==> config.mk <==
export PLATFORM = sky130hd
export DESIGN_NAME = ga21_pal_dma
export DESIGN_NICKNAME = d
export VERILOG_FILES = /design/src/rtl/m92_pkg.sv /design/src/rtl/ga21_pal_dma.sv
export SDC_FILE = /design/constraint.sdc
export NUM_CORES = 1
export LEC_CHECK = 0
export BUFFER_PORTS_ARGS = -buffer_cell sky130_fd_sc_hd__buf_2
export CAP_MARGIN = 20
export CORE_ASPECT_RATIO = 0.6
export CORE_MARGIN = 5
export CORE_UTILIZATION = 30
export DETAILED_ROUTE_END_ITERATION = 10
export PLACE_DENSITY = 0.51
export SYNTH_ARGS = -nofsm -noshare
export SYNTH_HDL_FRONTEND = slang
export SYNTH_SLANG_ARGS = --single-unit
export TNS_END_PERCENT = 1
==> constraint.sdc <==
create_clock -name clk -period 3.6 [get_ports clk]
set_input_delay 0.72 -clock clk [delete_from_list [all_inputs] [get_ports clk]]
set_output_delay 0.72 -clock clk [all_outputs]
set_load 0.005 [all_outputs]
==> src/rtl/m92_pkg.sv <==
// Shared definitions for the GA21 palette DMA: FSM state encoding and the
// palette RAM word-address width.
package m92_pkg;

    typedef enum logic [1:0] {
        IDLE   = 2'd0,
        READ   = 2'd1,
        WRITE  = 2'd2,
        FINISH = 2'd3
    } dma_state_t;

    localparam int PAL_ADDR_W = 13;

endpackage

==> src/rtl/ga21_pal_dma.sv <==
// Palette DMA initiator: copies a block of 16-bit words from the staging
// buffer into palette RAM, two ce-cycles per word, all outputs registered.
import m92_pkg::*;

module ga21_pal_dma #(
    parameter int ADDR_W = PAL_ADDR_W,
    parameter int SRC_W  = 11,
    parameter int LEN_W  = 13
) (
    input  logic              clk,
    input  logic              reset_n,
    input  logic              ce,
    input  logic              start,
    input  logic              abort,
    input  logic [SRC_W-1:0]  src_base,
    input  logic [ADDR_W-1:0] dst_base,
    input  logic [LEN_W-1:0]  length,
    output logic [SRC_W-1:0]  buf_addr,
    input  logic [15:0]       buf_q,
    output logic [ADDR_W-1:0] ga21_addr,
    output logic              ga21_we,
    output logic              ga21_req,
    output logic              dma_busy,
    output logic [15:0]       dout,
    output logic              done,
    output dma_state_t        dbg_state_o
);

    dma_state_t        state_q, state_d;
    logic [SRC_W-1:0]  src_q, src_d;
    logic [ADDR_W-1:0] dst_q, dst_d;
    logic [LEN_W-1:0]  len_q, len_d;
    logic [LEN_W-1:0]  cnt_q, cnt_d;
    logic [LEN_W-1:0]  cnt_next;
    logic [SRC_W-1:0]  buf_addr_q, buf_addr_d;
    logic [ADDR_W-1:0] ga21_addr_q, ga21_addr_d;
    logic [15:0]       dout_q, dout_d;
    logic              we_q, we_d;
    logic              busy_q, busy_d;
    logic              done_q, done_d;

    assign cnt_next = cnt_q + LEN_W'(1);

    always_ff @(posedge clk or negedge reset_n) begin
        if (!reset_n) begin
            state_q     <= IDLE;
            src_q       <= '0;
            dst_q       <= '0;
            len_q       <= '0;
            cnt_q       <= '0;
            buf_addr_q  <= '0;
            ga21_addr_q <= '0;
            dout_q      <= '0;
            we_q        <= 1'b0;
            busy_q      <= 1'b0;
            done_q      <= 1'b0;
        end else begin
            state_q     <= state_d;
            src_q       <= src_d;
            dst_q       <= dst_d;
            len_q       <= len_d;
            cnt_q       <= cnt_d;
            buf_addr_q  <= buf_addr_d;
            ga21_addr_q <= ga21_addr_d;
            dout_q      <= dout_d;
            we_q        <= we_d;
            busy_q      <= busy_d;
            done_q      <= done_d;
        end
    end

    // The two strobes default low every clk so they last one clk even when
    // ce stays low afterwards; everything else holds unless ce=1.
    always_comb begin
        state_d     = state_q;
        src_d       = src_q;
        dst_d       = dst_q;
        len_d       = len_q;
        cnt_d       = cnt_q;
        buf_addr_d  = buf_addr_q;
        ga21_addr_d = ga21_addr_q;
        dout_d      = dout_q;
        busy_d      = busy_q;
        we_d        = 1'b0;
        done_d      = 1'b0;
        if (ce) begin
            case (state_q)
                IDLE: begin
                    if (start) begin
                        src_d  = src_base;
                        dst_d  = dst_base;
                        len_d  = length;
                        cnt_d  = '0;
                        busy_d = 1'b1;
                        if (length == '0) begin
                            state_d = FINISH;
                        end else begin
                            state_d    = READ;
                            buf_addr_d = src_base;
                        end
                    end
                end
                READ: begin
                    if (abort) begin
                        state_d = IDLE;
                        busy_d  = 1'b0;
                    end else begin
                        state_d = WRITE;
                    end
                end
                WRITE: begin
                    if (abort) begin
                        state_d = IDLE;
                        busy_d  = 1'b0;
                    end else begin
                        we_d        = 1'b1;
                        ga21_addr_d = dst_q + ADDR_W'(cnt_q);
                        dout_d      = buf_q;
                        cnt_d       = cnt_next;
                        if (cnt_next == len_q) begin
                            state_d = FINISH;
                        end else begin
                            state_d    = READ;
                            buf_addr_d = src_q + SRC_W'(cnt_next);
                        end
                    end
                end
                FINISH: begin
                    state_d = IDLE;
                    busy_d  = 1'b0;
                    done_d  = 1'b1;
                end
                default: begin
                    state_d = IDLE;
                    busy_d  = 1'b0;
                end
            endcase
        end
    end

    assign buf_addr    = buf_addr_q;
    assign ga21_addr   = ga21_addr_q;
    assign ga21_we     = we_q;
    assign ga21_req    = busy_q;
    assign dma_busy    = busy_q;
    assign dout        = dout_q;
    assign done        = done_q;
    assign dbg_state_o = state_q;

endmodule

==> results by group <==
Logic synthesis
  • Sequential area share after synthesis: 43.0%
  • Post-synth EDFFs: 0
  • Synth Area per Inst: 10.3 sq um
  • Most frequent cell after synthesis: dfrtp_1
  • Yosys cell types: 69
  • Gate count after technology mapping: 536
  • Syn. warnings: 0
  • Fraction of registers with async set/reset: 100%
  • #FFs+latches synth: 95
  • Top_reg_cell synth: dfrtp_1
  • Post-Syn Nets: 623
  • Synth Cell Area: 0.00553 sq mm
  • Synth top cells by count: dfrtp_1 (95), nand2_1 (81), mux2_2 (44)
  • Synth top area cells: dfrtp_1 (43%), mux2_2 (9.0%), ha_1 (6.1%)
  • Top-area cell type share of the netlist area: 43.0%
  • Yosys top cell by area: dfrtp_1

Power
  • Lkg Pwr: 3.16 nW
  • PwrDens: 699 mW/mm^2
  • Peak VDD IR: 0.263 mV

Run
  • Max Cap Viol: 0

Clock tree
  • CTS clk-pin slew, worst paths: 0.07 ns
  • Post-CTS setup buffer count: 0
  • Sink Count: 95
  • Longest Clk Path Bufs: 2
  • Worst-skew pair later-pin latency: 0.35 ns
  • H-tree depth: 3
  • Total CTS buffers: 9
  • Clk root buf: clkbuf_16
  • CTS tree: yes

Placed design
  • IO Port Bufs: 103
  • Area post-placement: 0.00628 sq mm
  • Global placer's final weighted congestion: 0.905
  • Inst Count DP: 862
  • DP HPWL: 11,200 um

Global routing
  • First-pass GRT wire length: 23,500 um
  • Vias in the first global route: 4,245
  • Largest net degree at the start of global routing: 81
  • Antenna violations before repair: 0
  • Gr usage total: 13.9%
  • Overflow after GRT: 0

Detailed routing
  • DRC marker count from the first detailed-route iteration: 230
  • Routed len/inst: 16.9 um
  • Post-route ant nets: 0
  • Drt first pass iters: 5
  • DRT Wirelength: 14,800 um
  • Via count: 4,307
  • Vias per cell: 4.90
  • Post-route DRC violation count: 0

Floorplanning
  • Die H: 115 um
  • Die X: 185 um
  • Starting Density: 30.5%
  • # rows: 38
  • Ports: 104
  • Die ar.: 0.0213 sq mm
  • Core area: 0.0181 sq mm

Critical path
  • Reg2Reg Launch Point: cnt_q[1]
  • CP max FO: 8
  • Crit path top cell by count: xnor2_1
  • Crit path cell chain: ha_2, and4_1, nand2_1, xnor2_1, ha_1, or4_1, o221ai_1, o21ai_0, xnor2_1, mux2_2, mux2_4
  • Crit Path Class: reg2reg
  • WP data required: 3.84 ns
  • RR Endpoint: buf_addr[10]
  • Slowest CP cell: dfrtp_1
  • Family with the most delay on the worst path: simple AND/OR/NAND/NOR gates
  • CP Capture Type: flop
  • R2r setup slk: 0.23 ns
  • Crit start category: flop
  • CP peak stage delay: 0.49 ns
  • Critical Path AT: 3.61 ns
  • Buf+Inv Stages, Crit Path: 0
  • Worst r2r path cells: 11

Timing
  • Setup Viol. Count Final: 0
  • Skew final: 0.00572 ns
  • Relative slew margins: 39.7%
  • Min cycle time layout: 3.37 ns
  • Hold Vio Cnt, Final: 0
  • Least-Margin Pin Slew: 0.896 ns
  • Maximum clock rate: 0.297 GHz
  • Hold Slack: 0.218 ns
  • Final Cycle Share: 93.6%
  • RSZ-0062 raised after global routing: false
  • Slew Viols, Final: 0
  • Setup TNS: 0 ns

Cells and area
  • Design Area, Final: 0.00660 sq mm
  • Share of cells above drive strength 1: 31.1%
  • Fin cells: 879
  • Nets: 721
  • # diodes: 0
  • Area delta synth->final: 19.3%

Run status
  • Status: completed

Hold path
  • HP Class: in2async
==> placed cells by master (no fill, tap or decap), drive strengths merged, types with 2 or more instances in the layout <==
cell type / n
nand2: 81
a21oi: 18
o41ai: 3
a21o: 8
nor4: 8
clkbuf: 9
o21a: 6
a22o: 2
xnor2: 17
and4: 4
nand2b: 8
o2111ai: 2
nor2b: 4
a32oi: 2
fa: 2
or4: 2
buf: 113
xor2: 17
a211oi: 4
nand4: 6
or2: 2
a31oi: 6
or3: 2
dfrtp: 95
o31ai: 6
ha: 27
and2: 4
o21ai: 36
and3: 6
mux2: 55
inv: 16
nand3: 13
nor2: 21
clkinvlp: 3
xnor3: 3
nor3: 8
==> cells by family after synthesis <==
kind of cell | after synthesis | synth area share, %
and+or+nand+nor | 172 | 15.4
AOI/OAI and AO/OA | 108 | 12.7
DFF | 95 | 43.0
muxes | 56 | 12.1
buffers and inverters | 39 | 3.46
xor gates and xnor gates | 37 | 6.60
adders and majority gates | 29 | 6.83
==> stage by stage <==
| step | utilization, % | total power, W | setup slack, ns |
|---|---|---|---|
| global placement | 34.7 | 0.00367 | 0.282 |
| floorplan | - | 0.00303 | 0.518 |
| CTS | 36.3 | 0.00468 | 0.197 |
| finish | 36.4 | 0.00461 | 0.230 |
| detailed placement | 34.7 | 0.00371 | 0.207 |
| global route | 36.4 | 0.00497 | 0.0343 |
==> repair_timing <==
item / 4_1_cts / 5_1_grt
setup endpoints to repair: 0 / 1
resized for setup: 0 / 1
hold buffers: 0 / 0
==> per-layer routing <==
metal  wire length (um)  vias to the layer above  GRT usage (%)
met5                  0                        -              0
met4                153                        0           2.64
met3               1210                       11           4.20
met2               5670                      145           18.6
met1               7810                     2030           21.9
li1                   -                     2121              -
==> cell type report <==
type                    count  area (sq um)
clock buffers               9           225
clock inverters             7          62.6
fillers                  1822         11500
inverters                  13          48.8
multi-input cells         402          2970
flip-flops and latches     95          2380
well taps                 240           300
repair buffers            113           613
==> sequential cells by signal, indices dropped and copies added (netlist names) <==
signal and cells:
dout 16, cnt_q 13, dst_q 13, ga21_addr 13
len_q 13, buf_addr 11, src_q 11, dbg_state_o 2
dma_busy 1, done 1, ga21_we 1
==> worst max-delay path by stage <==
stage / startpoint / end / slack, ns / cells past startpoint
after global routing: cnt_q[2] / buf_addr[10] / 0.03 / 10
after CTS: cnt_q[1] / buf_addr[10] / 0.20 / 11
after global placement: cnt_q[1] / buf_addr[10] / 0.28 / 11
final: cnt_q[1] / buf_addr[10] / 0.23 / 11
after detailed placement: cnt_q[1] / buf_addr[10] / 0.21 / 11
after floorplan: cnt_q[1] / buf_addr[10] / 0.52 / 12
==> where the power goes <==
part	total (W)	internal [W]	switching [W]
clock network	0.000938	0.000482	0.000456
registers	0.00184	0.00152	0.000322
logic	0.00183	0.000950	0.000882
(Power assumes the default switching activity.)
